**src/rtl/dsm_pkg.sv**
```systemverilog
// Shared definitions for the delta-sigma modulator/demodulator path:
// bit-level mapping, CIC gain arithmetic and a generic signed saturator.
package dsm_pkg;

    localparam int PCM_ONE  = 1;
    localparam int PCM_ZERO = -1;

    // Bit growth of an ORDER-stage CIC with ratio DECIM and comb delay DIFF_DELAY.
    function automatic int cic_gain_bits(input int order, input int decim, input int diff_delay);
        return order * $clog2(decim * diff_delay);
    endfunction

    function automatic logic signed [63:0] sat_signed(input logic signed [63:0] x, input int w);
        logic signed [63:0] hi;
        logic signed [63:0] lo;
        hi = (64'sd1 <<< (w - 1)) - 64'sd1;
        lo = -(64'sd1 <<< (w - 1));
        if (x > hi) return hi;
        if (x < lo) return lo;
        return x;
    endfunction

endpackage

```
**src/rtl/cic_comb_stage.sv**
```systemverilog
// One CIC comb section, y = x - x[n-DELAY], advancing only on the strobe
// that accompanies each decimated sample.
module cic_comb_stage
    import dsm_pkg::*;
#(
    parameter int W     = 20,
    parameter int DELAY = 1
) (
    input  logic                clk,
    input  logic                arst_n,
    input  logic                in_stb,
    input  logic signed [W-1:0] in_data,
    output logic                out_stb,
    output logic signed [W-1:0] out_data
);

    logic signed [W-1:0] dly_q [DELAY];
    logic signed [W-1:0] dly_d [DELAY];
    logic signed [W-1:0] y_q;
    logic signed [W-1:0] y_d;
    logic                stb_q;
    logic                stb_d;

    always_comb begin
        stb_d = in_stb;
        y_d   = y_q;
        for (int k = 0; k < DELAY; k++) begin
            dly_d[k] = dly_q[k];
        end
        if (in_stb) begin
            // Modulo-2^W difference; wrap in the integrators cancels here.
            y_d      = in_data - dly_q[DELAY-1];
            dly_d[0] = in_data;
            for (int k = 1; k < DELAY; k++) begin
                dly_d[k] = dly_q[k-1];
            end
        end
    end

    always_ff @(posedge clk or negedge arst_n) begin
        if (!arst_n) begin
            stb_q <= 1'b0;
            y_q   <= '0;
            for (int k = 0; k < DELAY; k++) begin
                dly_q[k] <= '0;
            end
        end else begin
            stb_q <= stb_d;
            y_q   <= y_d;
            for (int k = 0; k < DELAY; k++) begin
                dly_q[k] <= dly_d[k];
            end
        end
    end

    assign out_stb  = stb_q;
    assign out_data = y_q;

endmodule

```
**src/rtl/axis_cic_decim.sv**
```systemverilog
// Decimating CIC filter: 1-bit delta-sigma stream in on AXI-Stream,
// signed WIDTH-bit PCM out at fs/DECIM. Fully pipelined, never stalls.
module axis_cic_decim
    import dsm_pkg::*;
#(
    parameter int WIDTH      = 16,
    parameter int ORDER      = 3,
    parameter int DECIM      = 64,
    parameter int DIFF_DELAY = 1
) (
    input  logic             aclk,
    input  logic             arst_n,
    input  logic             s_axis_data_tdata,
    input  logic             s_axis_data_tvalid,
    output logic             s_axis_data_tready,
    output logic [WIDTH-1:0] m_axis_data_tdata,
    output logic             m_axis_data_tvalid
);

    localparam int G   = cic_gain_bits(ORDER, DECIM, DIFF_DELAY);
    localparam int IW  = G + 2;
    localparam int SH  = G - (WIDTH - 1);
    localparam int CW  = $clog2(DECIM);
    localparam int WU  = ORDER * DIFF_DELAY;
    localparam int WCW = $clog2(WU + 1);

    if (G < WIDTH - 1) begin : g_chk_gain
        $error("axis_cic_decim: gain bits G=%0d below WIDTH-1=%0d", G, WIDTH - 1);
    end
    if (ORDER < 1 || ORDER > 6) begin : g_chk_order
        $error("axis_cic_decim: ORDER=%0d outside 1..6", ORDER);
    end
    if (DECIM < 2 || (DECIM & (DECIM - 1)) != 0) begin : g_chk_decim
        $error("axis_cic_decim: DECIM=%0d must be a power of two >= 2", DECIM);
    end
    if (DIFF_DELAY != 1 && DIFF_DELAY != 2) begin : g_chk_delay
        $error("axis_cic_decim: DIFF_DELAY=%0d must be 1 or 2", DIFF_DELAY);
    end

    logic                 tready_q, tready_d;
    logic                 accept;
    logic signed [IW-1:0] in_pm1;

    logic signed [IW-1:0] integ_q [ORDER];
    logic signed [IW-1:0] integ_d [ORDER];
    logic [ORDER-1:0]     ivld_q, ivld_d;

    logic [CW-1:0]        dcnt_q, dcnt_d;
    logic signed [IW-1:0] samp_q, samp_d;
    logic                 dstb_q, dstb_d;

    logic signed [IW-1:0] comb_x [ORDER+1];
    logic [ORDER:0]       comb_stb;

    logic [WCW-1:0]       wcnt_q, wcnt_d;
    logic [WIDTH-1:0]     tdata_q, tdata_d;
    logic                 tvalid_q, tvalid_d;
    logic signed [IW-1:0] shifted;
    logic signed [63:0]   wide;

    assign accept = s_axis_data_tvalid && tready_q;
    assign in_pm1 = s_axis_data_tdata ? IW'(PCM_ONE) : IW'(PCM_ZERO);

    always_comb begin
        tready_d = 1'b1;

        ivld_d[0]  = accept;
        integ_d[0] = accept ? integ_q[0] + in_pm1 : integ_q[0];
        for (int k = 1; k < ORDER; k++) begin
            ivld_d[k]  = ivld_q[k-1];
            integ_d[k] = ivld_q[k-1] ? integ_q[k] + integ_q[k-1] : integ_q[k];
        end

        dcnt_d = dcnt_q;
        samp_d = samp_q;
        dstb_d = 1'b0;
        if (ivld_q[ORDER-1]) begin
            if (dcnt_q == CW'(DECIM - 1)) begin
                dcnt_d = '0;
                samp_d = integ_q[ORDER-1];
                dstb_d = 1'b1;
            end else begin
                dcnt_d = dcnt_q + CW'(1);
            end
        end
    end

    assign comb_x[0]   = samp_q;
    assign comb_stb[0] = dstb_q;

    for (genvar k = 0; k < ORDER; k++) begin : g_comb
        cic_comb_stage #(
            .W     (IW),
            .DELAY (DIFF_DELAY)
        ) u_comb (
            .clk      (aclk),
            .arst_n   (arst_n),
            .in_stb   (comb_stb[k]),
            .in_data  (comb_x[k]),
            .out_stb  (comb_stb[k+1]),
            .out_data (comb_x[k+1])
        );
    end

    // Output stage: scale to WIDTH, clip +full scale, gate by warm-up.
    always_comb begin
        shifted  = comb_x[ORDER] >>> SH;
        wide     = {{(64 - IW){shifted[IW-1]}}, shifted};
        tdata_d  = tdata_q;
        tvalid_d = 1'b0;
        wcnt_d   = wcnt_q;
        if (comb_stb[ORDER]) begin
            tdata_d  = WIDTH'(sat_signed(wide, WIDTH));
            tvalid_d = (wcnt_q == WCW'(WU));
            if (wcnt_q != WCW'(WU)) begin
                wcnt_d = wcnt_q + WCW'(1);
            end
        end
    end

    always_ff @(posedge aclk or negedge arst_n) begin
        if (!arst_n) begin
            tready_q <= 1'b0;
            ivld_q   <= '0;
            for (int k = 0; k < ORDER; k++) begin
                integ_q[k] <= '0;
            end
            dcnt_q   <= '0;
            samp_q   <= '0;
            dstb_q   <= 1'b0;
            wcnt_q   <= '0;
            tdata_q  <= '0;
            tvalid_q <= 1'b0;
        end else begin
            tready_q <= tready_d;
            ivld_q   <= ivld_d;
            for (int k = 0; k < ORDER; k++) begin
                integ_q[k] <= integ_d[k];
            end
            dcnt_q   <= dcnt_d;
            samp_q   <= samp_d;
            dstb_q   <= dstb_d;
            wcnt_q   <= wcnt_d;
            tdata_q  <= tdata_d;
            tvalid_q <= tvalid_d;
        end
    end

    assign s_axis_data_tready = tready_q;
    assign m_axis_data_tdata  = tdata_q;
    assign m_axis_data_tvalid = tvalid_q;

endmodule

```
**config.mk**
```make
export PLATFORM = sky130hd
export DESIGN_NAME = axis_cic_decim
export DESIGN_NICKNAME = d
export VERILOG_FILES = /design/src/rtl/dsm_pkg.sv /design/src/rtl/cic_comb_stage.sv /design/src/rtl/axis_cic_decim.sv
export SDC_FILE = /design/constraint.sdc
export NUM_CORES = 1
export LEC_CHECK = 0
export CORE_MARGIN = 2
export CORE_UTILIZATION = 60
export CTS_CLUSTER_DIAMETER = 120
export DETAILED_ROUTE_END_ITERATION = 8
export PLACE_DENSITY = 0.73
export SETUP_SLACK_MARGIN = 0.2
export SYNTH_ARGS = -nofsm -noshare
export SYNTH_HDL_FRONTEND = slang
export SYNTH_SLANG_ARGS = --single-unit
export TNS_END_PERCENT = 100
```
**constraint.sdc**
```tcl
create_clock -name aclk -period 3.55 [get_ports aclk]
set_input_delay 0.71 -clock aclk [delete_from_list [all_inputs] [get_ports aclk]]
set_output_delay 0.71 -clock aclk [all_outputs]
set_load 0.005 [all_outputs]
```
==> impl_metrics.yaml <==
placed_design:
  placed_area_um2: 14800
  dp_hpwl_um: 21700
  pre_cts_slack_ns: -0.0224
  portBuffers: 21
  dp_cells: 1778
  gp_congestion: 0.889
hold_path:
  min-delay-path-class: "input port to asynchronous set/reset pin"
global_route:
  grtUsageMet2_pct: 41.7
  antenna_found_initial: 0
  grtUsageMet1_pct: 34.0
  overflow: 0
  grt_use_total_pct: 24.6
  grt_pass1_wl_um: 50300
  grt_pass1_vias: 10200
  top_usage_layer: "met2"
  grt_max_degree: 95
  grt_use_met3_pct: 2.71
yosys:
  async_flop_share_pct: 100
  netlist_top_cells_count: "dfrtp_1 (230), nand2_1 (137), o21ai_0 (120)"
  yosysTopAreaCellShare_pct: 40.4
  ys_types: 77
  synth_most_common_cell: "dfrtp_1"
  syn_avg_cell_area_um2: 9.67
  synth_nets: 1595
  ys_ff_latch: 230
  synth_area_leaders: "dfrtp_1 (40%), ha_1 (10%), mux2_2 (7.4%)"
  synth_top_area_cell: "dfrtp_1"
  syn_inst: 1472
  ys_seq_area_share_pct: 40.4
  synth_edf_count: 0
  mappedNetlistArea_um2: 14200
  ys_warn_count: 0
  ys.flop_type: "dfrtp_1"
route:
  dr.first_iter.drc_count: 588
  route.detailed.drc: 0
  routed_wl_um: 29400
  postRouteAntennaNets: 0
  wl_per_cell_um: 16.1
  vias: 10600
  dr.pass1.iters: 5
  viasPerCell: 5.83
clock_network:
  clock_latency_ns: 0.53
  cts_root_buffer: "clkbuf_16"
  post_cts_buffers: 0
  hold_buffers: 0
  cts_tree: "built"
  cts_sinks: 230
  clkSlewWorstSetupHoldPaths_ns: 0.06
  clockBufferDepth: 3
  cts_resized: 0
  numCtsBuffers: 26
  cts-htree-levels: 1
timing:
  max_slew.worst_pin.slew_ns: 0.986
  finalHoldViolations: 0
  rsz0062_at_grt: "no"
  fin_crit_ns: 3.05
  finalCritPeriodShare_pct: 86.0
  relSlewSlack_pct: 34.3
  setup_violations: 0
  setup_slack_ns: 0.498
  fin_skew_ns: 0.0120
  slew_violations: 0
  max_freq_mhz: 328
finish:
  layout.cells.non_filler: 1826
  stdcell_area_um2: 15700
  area_growth_syn_to_layout_pct: 10.4
  diodes: 0
  final_layout_size_suffix_gt1_share_pct: 12.1
  fin_nets: 1610
run_status:
  status: "finished, final reports clean"
run:
  max_cap_violations: 0
power:
  power_density_nw_per_um2: 690
  ir_drop_v: 0.000659
  power_mw: 10.8
  leakagePower_nw: 7.29
worst_setup_path:
  cp_slowest_cell: "inv_1"
  crit_chain: "clkdlybuf4s50_1, inv_1, ha_1, a211oi_2, o21ai_1, a221oi_2, a31oi_1, or3_1, a21oi_1, xor2_1"
  required_ns: 4.00
  slowest_delay_ns: 0.47
  cp-end-kind: "register"
  arrival_ns: 3.50
  worstSetupPathType: "input port to register"
  cp_max_fo: 15
  start_kind: "input port"
die:
  core-area_um2: 23400
  io_pins: 22
  rows: 56
  chipHeight_um: 158
  die_width_um: 158
  start_util_pct: 60.8
  dieArea_um2: 25000
==> worst max-delay path: cells and delay by family <==
family | cells | cell delay, ns
AND/OR/NAND/NOR | 1 | 0.31
adder cells (fa/ha/maj) | 1 | 0.41
XOR/XNOR | 1 | 0.16
buffers and inverters | 2 | 0.90
AO/OA/AOI/OAI | 5 | 0.99
==> layout by cell type, fill, tap and decap left out, drive strengths merged, types with 12 or more instances in the layout <==
| cell | count |
|---|---|
| inv | 94 |
| mux2 | 94 |
| a21oi | 88 |
| nor3 | 22 |
| nand4 | 15 |
| a31oi | 20 |
| buf | 15 |
| o211ai | 12 |
| o21a | 19 |
| xnor2 | 51 |
| or3 | 13 |
| nand3 | 31 |
| nand2 | 137 |
| ha | 114 |
| nor2b | 15 |
| o21ai | 126 |
| nand2b | 15 |
| maj3 | 14 |
| xor2 | 30 |
| clkdlybuf4s50 | 20 |
| a21o | 40 |
| clkbuf | 35 |
| dfrtp | 230 |
| nor2 | 84 |
| o21bai | 12 |
| a211oi | 13 |
==> sequential cells by signal, indices dropped and copies added (netlist names) <==
signal,flops
dcnt_q,6
g_comb.u_comb.dly_q,60
g_comb.u_comb.out_stb,3
wcnt_q,2
s_axis_data_tready,1
samp_q,20
g_comb.u_comb.out_data,57
dstb_q,1
ivld_q,3
m_axis_data_tdata,16
integ_q,60
m_axis_data_tvalid,1
==> metrics by stage <==
stage          util, %  TNS (ns)  hold slack, ns
2_1_floorplan        -         0           0.352
3_3_place_gp      63.3   -0.0301           0.465
3_5_place_dp      63.3   -0.0224           0.464
4_1_cts           67.2         0           0.229
5_1_grt           67.2         0           0.255
6_report          67.2         0           0.183
==> cells by family after synthesis <==
kind of cell,synth area share (%)
AO/OA/AOI/OAI,18.5
XOR/XNOR,4.98
adder cells (fa/ha/maj),11.7
buffers and inverters,3.83
flip-flops,40.4
multiplexers,7.65
other,0.0263
AND/OR/NAND/NOR,12.8
==> per-layer routing <==
layer	vias up	part of all wire [%]
met2	137	49
met1	5119	47
met5	-	0
met4	0	2.0
li1	5341	-
met3	40	2.7
==> area by class of cell <==
type	instances	area (um2)
multi-input cells	1098	7930
fillers	1893	7690
flip-flops and latches	230	5760
clock buffers	35	736
well taps	319	399
inverters	96	360
repair buffers	35	358
clock inverters	13	170
==> report_power, final <==
group	internal, mW	switching (mW)
registers	3.01	0.448
clock network	1.74	1.07
logic	2.09	2.48
==> final timing paths <==
| kind | start | cells after the start | slack [ns] | endpoint |
|---|---|---|---|---|
| max | s_axis_data_tdata | 10 | 0.50 | integ_q[59] |
| min | arst_n | 1 | 0.18 | g_comb[1].u_comb.dly_q[3] |
| max reg2reg | samp_q[0] | 10 | 0.85 | g_comb[0].u_comb.out_data[18] |
| min reg2reg | integ_q[19] | 1 | 0.48 | integ_q[19] |
| max in group asynchronous | arst_n | 2 | 2.57 | wcnt_q[0] |
| min in group aclk | integ_q[19] | 1 | 0.48 | integ_q[19] |
Power figures use the tool's default switching activity.
